## src/rtl/code_lock_pkg.sv

```systemverilog
// code_lock_pkg
// Shared types and constants for the code_lock combination lock.
//   state_t     : lock FSM state encoding (ENTRY/OPEN/PROG/LOCKOUT)
//   DIGIT_W     : width of one keypad digit (nibble)
//   IDX_W       : width of the digit index / progress counter
//   TIMER_W     : width of the lockout down-counter
//   FAILS_W     : width of the consecutive-failure counter
//   RESET_DIGIT : value every stored code digit takes after reset
package code_lock_pkg;

  typedef enum logic [1:0] {
    ENTRY   = 2'd0,
    OPEN    = 2'd1,
    PROG    = 2'd2,
    LOCKOUT = 2'd3
  } state_t;

  localparam int DIGIT_W = 4;
  localparam int IDX_W   = 3;
  localparam int TIMER_W = 8;
  localparam int FAILS_W = 2;

  localparam logic [DIGIT_W-1:0] RESET_DIGIT = 4'h0;

endpackage

```

## src/rtl/code_lock_nibble_cmp.sv

```systemverilog
// nibble_cmp
// Combinational 4-bit equality: bitwise XNOR followed by an AND reduction.
// Ports:
//   a, b : nibbles to compare
//   eq   : 1 when a == b
module nibble_cmp
  import code_lock_pkg::*;
(
  input  logic [DIGIT_W-1:0] a,
  input  logic [DIGIT_W-1:0] b,
  output logic               eq
);

  logic [DIGIT_W-1:0] bit_same;

  genvar gi;
  generate
    for (gi = 0; gi < DIGIT_W; gi++) begin : g_xnor
      assign bit_same[gi] = ~(a[gi] ^ b[gi]);
    end
  endgenerate

  assign eq = &bit_same;

endmodule

```

## src/rtl/code_lock.sv

```systemverilog
// code_lock
// Keypad-style combination lock. Digits are streamed in one per strobe and
// compared against a stored code; a full attempt of DIGITS digits is always
// consumed before a verdict. Consecutive failures lead to a timed lockout.
// While unlocked the code can be reprogrammed through a shadow buffer that
// is committed only when the last digit arrives.
// Ports:
//   clk         : rising-edge clock
//   reset       : synchronous, active-high reset
//   digit_in    : entered digit, sampled when digit_valid=1
//   digit_valid : one-cycle strobe, one digit per high cycle
//   load        : enter program mode (honoured only in OPEN)
//   relock      : return to ENTRY from OPEN or PROG (beats load)
//   unlocked    : high in OPEN or PROG
//   error       : one-cycle pulse after each failed attempt
//   locked_out  : high while in LOCKOUT
//   prog_mode   : high while in PROG
//   progress    : digits accepted in the current attempt / programming pass
module code_lock
  import code_lock_pkg::*;
#(
  parameter int DIGITS         = 4,
  parameter int MAX_FAILS      = 3,
  parameter int LOCKOUT_CYCLES = 16
) (
  input  logic               clk,
  input  logic               reset,
  input  logic [DIGIT_W-1:0] digit_in,
  input  logic               digit_valid,
  input  logic               load,
  input  logic               relock,
  output logic               unlocked,
  output logic               error,
  output logic               locked_out,
  output logic               prog_mode,
  output logic [IDX_W-1:0]   progress
);

  localparam int CODE_W = DIGITS * DIGIT_W;

  // Code and shadow are kept as flat vectors, digit i in bits [4i+3:4i].
  state_t               state_reg, state_next;
  logic [IDX_W-1:0]     idx_reg, idx_next;
  logic [FAILS_W-1:0]   fails_reg, fails_next;
  logic                 mismatch_reg, mismatch_next;
  logic [TIMER_W-1:0]   timer_reg, timer_next;
  logic [CODE_W-1:0]    code_reg, code_next;
  logic [CODE_W-1:0]    shadow_reg, shadow_next;

  logic                 unlocked_reg, unlocked_next;
  logic                 error_reg, error_next;
  logic                 locked_out_reg, locked_out_next;
  logic                 prog_mode_reg, prog_mode_next;
  logic [IDX_W-1:0]     progress_reg, progress_next;

  logic [DIGIT_W-1:0]   code_digit;
  logic                 digit_eq;
  logic                 last_digit;
  logic                 final_mismatch;
  logic                 fail_event;
  logic [CODE_W-1:0]    shadow_with_digit;

  // Select the stored digit that the current position must match.
  always_comb begin
    code_digit = RESET_DIGIT;
    for (int i = 0; i < DIGITS; i++) begin
      if (idx_reg == IDX_W'(i)) begin
        code_digit = code_reg[i*DIGIT_W +: DIGIT_W];
      end
    end
  end

  nibble_cmp u_cmp (
    .a  (code_digit),
    .b  (digit_in),
    .eq (digit_eq)
  );

  // Shadow buffer with the incoming digit already written at idx, so the
  // final programming digit lands in the code in the same edge.
  always_comb begin
    shadow_with_digit = shadow_reg;
    for (int i = 0; i < DIGITS; i++) begin
      if (idx_reg == IDX_W'(i)) begin
        shadow_with_digit[i*DIGIT_W +: DIGIT_W] = digit_in;
      end
    end
  end

  assign last_digit     = (idx_reg == IDX_W'(DIGITS - 1));
  assign final_mismatch = mismatch_reg | ~digit_eq;

  // State and output registers.
  always_ff @(posedge clk) begin
    if (reset) begin
      state_reg      <= ENTRY;
      idx_reg        <= '0;
      fails_reg      <= '0;
      mismatch_reg   <= 1'b0;
      timer_reg      <= '0;
      code_reg       <= {DIGITS{RESET_DIGIT}};
      shadow_reg     <= {DIGITS{RESET_DIGIT}};
      unlocked_reg   <= 1'b0;
      error_reg      <= 1'b0;
      locked_out_reg <= 1'b0;
      prog_mode_reg  <= 1'b0;
      progress_reg   <= '0;
    end else begin
      state_reg      <= state_next;
      idx_reg        <= idx_next;
      fails_reg      <= fails_next;
      mismatch_reg   <= mismatch_next;
      timer_reg      <= timer_next;
      code_reg       <= code_next;
      shadow_reg     <= shadow_next;
      unlocked_reg   <= unlocked_next;
      error_reg      <= error_next;
      locked_out_reg <= locked_out_next;
      prog_mode_reg  <= prog_mode_next;
      progress_reg   <= progress_next;
    end
  end

  // Next-state logic.
  always_comb begin
    state_next    = state_reg;
    idx_next      = idx_reg;
    fails_next    = fails_reg;
    mismatch_next = mismatch_reg;
    timer_next    = timer_reg;
    code_next     = code_reg;
    shadow_next   = shadow_reg;
    fail_event    = 1'b0;

    unique case (state_reg)
      ENTRY: begin
        if (digit_valid) begin
          if (last_digit) begin
            idx_next      = '0;
            mismatch_next = 1'b0;
            if (!final_mismatch) begin
              state_next = OPEN;
              fails_next = '0;
            end else begin
              fail_event = 1'b1;
              if (fails_reg + FAILS_W'(1) == FAILS_W'(MAX_FAILS)) begin
                state_next = LOCKOUT;
                timer_next = TIMER_W'(LOCKOUT_CYCLES);
              end else begin
                fails_next = fails_reg + FAILS_W'(1);
              end
            end
          end else begin
            idx_next      = idx_reg + IDX_W'(1);
            mismatch_next = final_mismatch;
          end
        end
      end

      OPEN: begin
        if (relock) begin
          state_next = ENTRY;
          idx_next   = '0;
        end else if (load) begin
          state_next = PROG;
          idx_next   = '0;
        end
      end

      PROG: begin
        // relock abandons the pass, even alongside the final digit.
        if (relock) begin
          state_next = ENTRY;
          idx_next   = '0;
        end else if (digit_valid) begin
          shadow_next = shadow_with_digit;
          if (last_digit) begin
            code_next  = shadow_with_digit;
            state_next = OPEN;
            idx_next   = '0;
          end else begin
            idx_next = idx_reg + IDX_W'(1);
          end
        end
      end

      LOCKOUT: begin
        timer_next = timer_reg - TIMER_W'(1);
        if (timer_reg == TIMER_W'(1)) begin
          state_next = ENTRY;
          fails_next = '0;
        end
      end

      default: begin
        state_next = ENTRY;
        idx_next   = '0;
      end
    endcase
  end

  // Output decode from the upcoming state so every output is registered.
  always_comb begin
    unlocked_next   = (state_next == OPEN) || (state_next == PROG);
    locked_out_next = (state_next == LOCKOUT);
    prog_mode_next  = (state_next == PROG);
    error_next      = fail_event;
    progress_next   = '0;
    if ((state_next == ENTRY) || (state_next == PROG)) begin
      progress_next = idx_next;
    end
  end

  assign unlocked   = unlocked_reg;
  assign error      = error_reg;
  assign locked_out = locked_out_reg;
  assign prog_mode  = prog_mode_reg;
  assign progress   = progress_reg;

endmodule

```

## config.mk

```make
export PLATFORM = sky130hd
export DESIGN_NAME = code_lock
export DESIGN_NICKNAME = d
export VERILOG_FILES = /design/src/rtl/code_lock_pkg.sv /design/src/rtl/code_lock_nibble_cmp.sv /design/src/rtl/code_lock.sv
export SDC_FILE = /design/constraint.sdc
export NUM_CORES = 1
export LEC_CHECK = 0
export BUFFER_PORTS_ARGS = -buffer_cell sky130_fd_sc_hd__buf_2
export CORE_AREA = 8 8 81 83
export CTS_CLUSTER_DIAMETER = 120
export DETAILED_ROUTE_END_ITERATION = 10
export DIE_AREA = 0 0 89 91
export PLACE_DENSITY_LB_ADDON = 0.15
export SYNTH_ARGS = -nofsm -noshare
export SYNTH_HDL_FRONTEND = slang
export SYNTH_HIERARCHICAL = 1
export SYNTH_SLANG_ARGS = --single-unit
```

## constraint.sdc

```tcl
create_clock -name clk -period 3.26 [get_ports clk]
set_input_delay 0 -clock clk [delete_from_list [all_inputs] [get_ports clk]]
set_output_delay 0 -clock clk [all_outputs]
set_load 0.1 [all_outputs]
```

**Word-level counts from Yosys, hierarchy flattened**

Cells that the tools add are included.

- Register bits after elaboration: 55
- Logic and storage cells: 99

- Add/subtract/negate cells: 3
- Equality and inequality tests: 17
- Muxes and demuxes: 38
- Bitwise logic cells: 15
- Reduce and logical (&&, ||, !) cells: 14

Operator list:

| kind | number |
|---|---|
| $mux 4 | 8 |
| $mux 8 | 4 |
| $mux 2 | 15 |
| $pmux 8 s2 | 1 |
| $mux 3 | 5 |
| $eq 2x2->1 const B | 5 |
| $ne 2x2->1 const B | 5 |
| $not 1->1 | 10 |
| $reduce_and 5->1 | 2 |
| $pmux 3 s3 | 1 |
| $eq 8x1->1 const B | 1 |
| $pmux 2 s4 | 1 |
| $reduce_and 4->1 | 2 |
| $sub 8x1->8 const B | 1 |
| $eq 3x2->1 const B | 2 |
| $eq 2x1->1 const B | 2 |
| $logic_not 2->1 | 2 |
| $pmux 2 s2 | 1 |
| $reduce_or 4->1 | 1 |
| $xor 1x1->1 | 4 |
| $add 3x1->3 const B | 1 |
| $eq 3x1->1 const B | 1 |
| $logic_not 3->1 | 1 |
| $ne 3x3->1 const B | 1 |
| 8 further kinds | 10 |

**Depth between registers and ports, before layout**

- Depth after elaboration: 18
- Mapped depth: 15
- Gate-level depth less buffers: 15

**Cells and area by module**

Netlist, hierarchy kept.

By module, submodules not included:

| module | instances | cells each | area each (µm²) | sequential area each (µm²) |
|---|---|---|---|---|
| code_lock | 1 | 286 | 2431.1 | 1021.0 |
| nibble_cmp | 1 | 5 | 47.5 | 0.0 |

**Least setup slack after synthesis**

OpenSTA, ideal clock, no wires.

- Path kind: register -> register
- Start point: register idx_reg[1]
- End point: register progress_reg[0], in the netlist progress[0]
- Setup time: 0.131 ns
- Data arrival time: 2.701 ns
- Required time: 3.129 ns
- Setup slack: 0.428 ns
- Cell stages (with the launch flop): 16
- Path buffers: 0
- Period minus slack after synthesis: 2.832 ns
- Cells stage by stage: dfxtp_1 inv_1 ha_1 nand3b_1 a21oi_1 a21oi_1 o21ai_0 xor2_1 nor4_2 nand2b_1 and4_1 a211oi_1 inv_1 ha_1 nor2_1 nor3_1

- Cells in the longest elaborated chain, start to end: 18
- Elaborated cells on any way between the ends: 35

RTL lines:

| what | RTL line | text |
|---|---|---|
| from (decl) | code_lock.sv:43 | `logic [IDX_W-1:0] idx_reg, idx_next;` |
| from (signal assigned) | code_lock.sv:110 | `idx_reg <= idx_next;` |
| $logic_not 3->1 | code_lock.sv:67 | `if (idx_reg == IDX_W'(i)) begin` |
| $mux 4 (3 in series) | code_lock.sv:67 |  |
| $mux 4 * | code_lock.sv:67 |  |
| net code_digit[1] | code_lock.sv:56 | `logic [DIGIT_W-1:0] code_digit;` |
| $xor 1x1->1 * | code_lock_nibble_cmp.sv:19 | `assign bit_same[gi] = ~(a[gi] ^ b[gi]);` |
| $not 1->1 * | code_lock_nibble_cmp.sv:19 |  |
| $reduce_and 4->1 * | code_lock_nibble_cmp.sv:23 | `assign eq = &bit_same;` |
| net digit_eq | code_lock.sv:57 | `logic digit_eq;` |
| [... 4 more ...] | n/a |  |
| $mux 2 * | code_lock.sv:137 | `if (digit_valid) begin` |
| $pmux 2 s4 * | code_lock.sv:135 | `unique case (state_reg)` |
| net state_next[1] | code_lock.sv:42 | `state_t state_reg, state_next;` |
| $eq 2x2->1 * | n/a |  |
| net prog_mode_next | code_lock.sv:53 | `logic prog_mode_reg, prog_mode_next;` |
| $logic_or 1x1->1 * | code_lock.sv:209 | `if ((state_next == ENTRY) \|\| (state_next == PROG)) begin` |
| $not 1->1 (no line) * | n/a |  |
| $reduce_or 2->1 (no line) * | n/a |  |
| to (signal assigned) | code_lock.sv:120 | `progress_reg <= progress_next;` |
| to (decl) | code_lock.sv:54 | `logic [IDX_W-1:0] progress_reg, progress_next;` |

Mark *: on every way through the listed nets, which the timed path passes. The rest lies on a longest branch.
A chain may end at the register's enable or synchronous reset.

**Worst setup path after layout**

- Start point: register idx_reg[1]
- End point: register unlocked_reg, in the netlist unlocked

- Cells in the longest elaborated chain, start to end: 16
- Elaborated cells on any way between the ends: 29

RTL lines:

| what | RTL line | text |
|---|---|---|
| $logic_not 3->1 | code_lock.sv:67 |  |
| $mux 4 (3 in series) | code_lock.sv:67 |  |
| $mux 4 * | code_lock.sv:67 |  |
| net code_digit[0] | code_lock.sv:56 |  |
| $xor 1x1->1 * | code_lock_nibble_cmp.sv:19 |  |
| $not 1->1 * | code_lock_nibble_cmp.sv:19 |  |
| $reduce_and 4->1 * | code_lock_nibble_cmp.sv:23 |  |
| net digit_eq | code_lock.sv:57 |  |
| $not 1->1 * | code_lock.sv:91 | `assign final_mismatch = mismatch_reg \| ~digit_eq;` |
| $or 1x1->1 * | code_lock.sv:91 |  |
| $mux 2 * | code_lock.sv:141 | `if (!final_mismatch) begin` |
| $mux 2 * | code_lock.sv:138 | `if (last_digit) begin` |
| $mux 2 * | code_lock.sv:137 |  |
| $pmux 2 s4 * | code_lock.sv:135 |  |
| $eq 2x1->1 or $eq 2x2->1 (tied branches) | code_lock.sv:204 | `unlocked_next = (state_next == OPEN) \|\| (state_next == PROG);` |
| $logic_or 1x1->1 * | code_lock.sv:204 |  |
| net unlocked_next | code_lock.sv:50 | `logic unlocked_reg, unlocked_next;` |
| to (signal assigned) | code_lock.sv:116 | `unlocked_reg <= unlocked_next;` |
| to (decl) | code_lock.sv:50 |  |

Marked as above.

==> results_tabular.tex <==
\begin{tabular}{lr}
\hline
Metric & Value \\
\hline
\multicolumn{2}{l}{\textbf{STA}} \\
\quad Final slew viol count & 0 \\
\quad Final critical-path required period & about 3.0 ns \\
\quad Setup TNS & 0 ns \\
\quad Unrepaired setup endpoints after global routing & false \\
\quad Final worst-path cycle share & about nine tenths \\
\quad Max-Slew Margin vs Limit & between 40\% and 50\% \\
\quad Post-route clock skew & 0.008364 ns \\
\quad Slew at the pin with the worst max-slew slack & approximately 0.8 ns \\
\quad Min Hold Slack & $\sim$0.042 ns \\
\quad Hold Fails Final Rpt & 0 \\
\quad Setup violators final & 0 \\
\quad Achievable frequency & around 340 MHz \\
\multicolumn{2}{l}{\textbf{Synth}} \\
\quad Synthesis warning total & 6 \\
\quad Cells after Synth & 291 \\
\quad Top cells by area in the synthesized netlist & dfxtp\_1, a21oi\_1, mux2i\_1 \\
\quad Number of enable-type register cells in the synthesized netlist & 0 \\
\quad Syn Std Cell Area & around 2500 µm² \\
\quad Number of library cell types mapped by synthesis & 39 \\
\quad Average footprint of a synthesized cell & roughly 8.5 µm² \\
\quad Cell type contributing the most total cell area after synthesis & dfxtp\_1 \\
\quad Post-synthesis async set-or-reset flop share & 0\% \\
\quad Synth top area share & approximately two fifths \\
\quad Commonest register cell after synthesis & dfxtp\_1 \\
\quad Number of nets in the synthesized netlist & 310 \\
\quad Number of register bits inferred by synthesis & just over 50 \\
\quad Sequential fraction of the synthesis area & between 40\% and 50\% \\
\multicolumn{2}{l}{\textbf{Worst hold path}} \\
\quad Hold depth & 3 \\
\quad Start point of the worst hold path & digit\_in[1] \\
\quad Min-Delay Endpoint & code\_reg[13] \\
\quad Type of the tightest min-delay check & in -> reg \\
\multicolumn{2}{l}{\textbf{Die}} \\
\quad Floorplan Core Area & 5338 µm² \\
\quad Die outline height & around 91 µm \\
\quad Number of placement rows & 27 \\
\quad Die Footprint & around 8100 µm² \\
\quad Starting utilization of the core area & 46.44\% \\
\quad Die X & 89 µm \\
\quad I/O pin count & 16 \\
\multicolumn{2}{l}{\textbf{Final layout}} \\
\quad Area of all placed cells without fillers & 2708 µm² \\
\quad Growth of design area from synthesis to finish & 9.238\% \\
\quad \# nets final & approximately 320 \\
\quad Fraction of final layout cells sized beyond drive strength 1 & a little over an eighth \\
\quad Layout fillers & between 500 and 600 \\
\quad Util after Layout & between 50\% and 60\% \\
\quad Total area of sequential cells & between 1000 and 1500 µm² \\
\quad Commonest non-fill, non-tap cell in the layout & dfxtp\_1 \\
\quad Most frequent cells in the layout & dfxtp\_1, nand2\_1, a21oi\_1, nor2\_1, nand3\_1 \\
\quad Number of flip-flops in the largest register & 16 \\
\quad Area of combinational cells with multiple inputs & around 1400 µm² \\
\quad Antenna cell count & 0 \\
\multicolumn{2}{l}{\textbf{Clocking}} \\
\quad Clock buffers created by TritonCTS & 5 \\
\quad Later-pin clock latency in the skew report & 0.30 ns \\
\quad Reg clk slew, reported paths & 0.09 ns \\
\quad Clock tree from TritonCTS & built \\
\quad Number of H-tree levels & 2 \\
\quad Clock root buffer master & clkbuf\_8 \\
\quad Post-cts hold buffer count & 0 \\
\quad Count of clock tree sinks & 51 \\
\quad Maximum clock insertion buffer count & 2 \\
\multicolumn{2}{l}{\textbf{Setup path}} \\
\quad Worst setup path category & reg -> reg \\
\quad WP data required & 3.42 ns \\
\quad Crit. End Element & flip-flop \\
\quad Signal arrival time at the worst endpoint & between 3 and 4 ns \\
\quad Worst reg-to-reg path cell count & 14 \\
\quad Launching element type of the critical path & flip-flop \\
\quad Biggest fanout along the worst timing path & 9 \\
\quad Reg-to-Reg End & unlocked \\
\quad Internal reg-to-reg setup slack & around 0.31 ns \\
\quad FF-to-FF Start & idx\_reg[1] \\
\multicolumn{2}{l}{\textbf{Global routing}} \\
\quad Initial antenna violation count & 0 \\
\quad First-pass GRT wire length & about 8.9 mm \\
\quad Remaining Overflow, GRT & 0 \\
\quad Number of global-route vias before repair & 1931 \\
\quad Aggregate global-route resource usage & 13.74\% \\
\quad Pin count of the biggest net entering global routing & 45 \\
\multicolumn{2}{l}{\textbf{Routing}} \\
\quad Residual DRC & 0 \\
\quad Wire length per cell & 13.63 µm \\
\quad Number of optimization iterations in the first detailed-route pass & 4 \\
\quad Average via count per standard cell & between 5 and 6 \\
\quad DRT Wirelength & 5.055 mm \\
\quad Antenna Nets Post-Route & 0 \\
\quad Via count & roughly 1900 \\
\quad Initial DRC count & 100 \\
\multicolumn{2}{l}{\textbf{Status}} \\
\quad Outcome & finished clean \\
\multicolumn{2}{l}{\textbf{Placement}} \\
\quad Final Wtd Congestion & $\sim$0.77 \\
\quad HPWL after detailed placement & around 3.5 mm \\
\quad Port Buffers & 15 \\
\quad Placement-stage cell area & approximately 2600 µm² \\
\multicolumn{2}{l}{\textbf{Power}} \\
\quad Leakage power summed over all cells & 0.9838 nW \\
\quad Largest vdd supply drop & $\sim$0.22 mV \\
\quad Cell area power density & between 300 and 400 nW/µm² \\
\multicolumn{2}{l}{\textbf{Job}} \\
\quad Max-cap violations & 0 \\
\hline
\end{tabular}
==> cell families after synthesis <==
group	after synthesis	synth area share, %
and+or+nand+nor	125	26.20
AOI/OAI and AO/OA	54	13.63
DFF	51	41.19
buffers and inverters	27	4.795
muxes	13	5.250
xor gates and xnor gates	11	3.887
adders and majority gates	10	5.048
==> synthesized netlist by cell type, drive strengths merged (8+ instances only) <==
master   n
dfxtp   51
nand2   31
a21oi   29
nor2    29
nand3   17
a211oi  14
clkbuf  14
mux2i   13
ha      10
nor2b   10
nand3b   9
inv      8
==> report_power, final <==
group | internal [mW] | total, mW | switching (mW)
Sequential | 0.627 | 0.630 | 0.00294
Combinational | 0.0291 | 0.0940 | 0.0649
Clock | 0.151 | 0.341 | 0.190
==> through the flow <==
| step | instances | power (mW) | setup slack [ns] |
|---|---|---|---|
| after floorplan | 291 | 0.7112 | 0.4284 |
| after global placement | 362 | 0.7367 | 0.1745 |
| after detailed placement | 362 | 0.7369 | 0.07743 |
| after CTS | 370 | 1.082 | 0.03346 |
| after global routing | 371 | 1.120 | 0.01595 |
| final | 371 | 1.065 | 0.3057 |
==> critical path: stages (launching register included) <==
cell       delay [ns]
dfxtp_2          0.36
inv_1            0.07
ha_2             0.21
nand3b_1         0.16
a21oi_1          0.16
a21oi_1          0.06
o21ai_0          0.19
xor2_1           0.19
nor4_2           0.08
buf_4            0.13
nor2b_2          0.16
o211a_1          0.24
a2111oi_4        0.37
ha_1             0.29
nor2b_1          0.12
==> area by class of cell <==
| cell class | count | area share, % |
|---|---|---|
| clock inverters | 1 | 0.1848 |
| inverters | 8 | 1.109 |
| multi-input cells | 213 | 50.92 |
| well taps | 72 | 3.327 |
| repair buffers | 19 | 3.882 |
| flip-flops and latches | 51 | 37.75 |
| clock buffers | 7 | 2.819 |
==> repair_timing <==
action | in CTS | in global routing
setup buffers | 0 | 1
gates resized for setup | 0 | 12
endpoints found under the setup margin | 0 | 6
==> metal layers <==
layer	up-vias	share of wire, %	track usage (%)
li1	1021	-	-
met2	16	45	21.71
met5	-	0	0
met3	6	3.2	3.243
met1	893	51	17.71
met4	0	1.2	4.577
==> how the worst max path moves through the flow <==
| stage | from | end | slack (ns) |
|---|---|---|---|
| after floorplan | idx_reg[1] | progress[0] | 0.43 |
| after global placement | idx_reg[1] | progress[0] | 0.17 |
| after detailed placement | idx_reg[1] | progress[0] | 0.08 |
| after CTS | idx_reg[1] | progress[0] | 0.03 |
| after global routing | idx_reg[0] | progress[0] | 0.02 |
| final | idx_reg[1] | unlocked | 0.31 |
No activity file was read; power rests on OpenSTA's default activity.
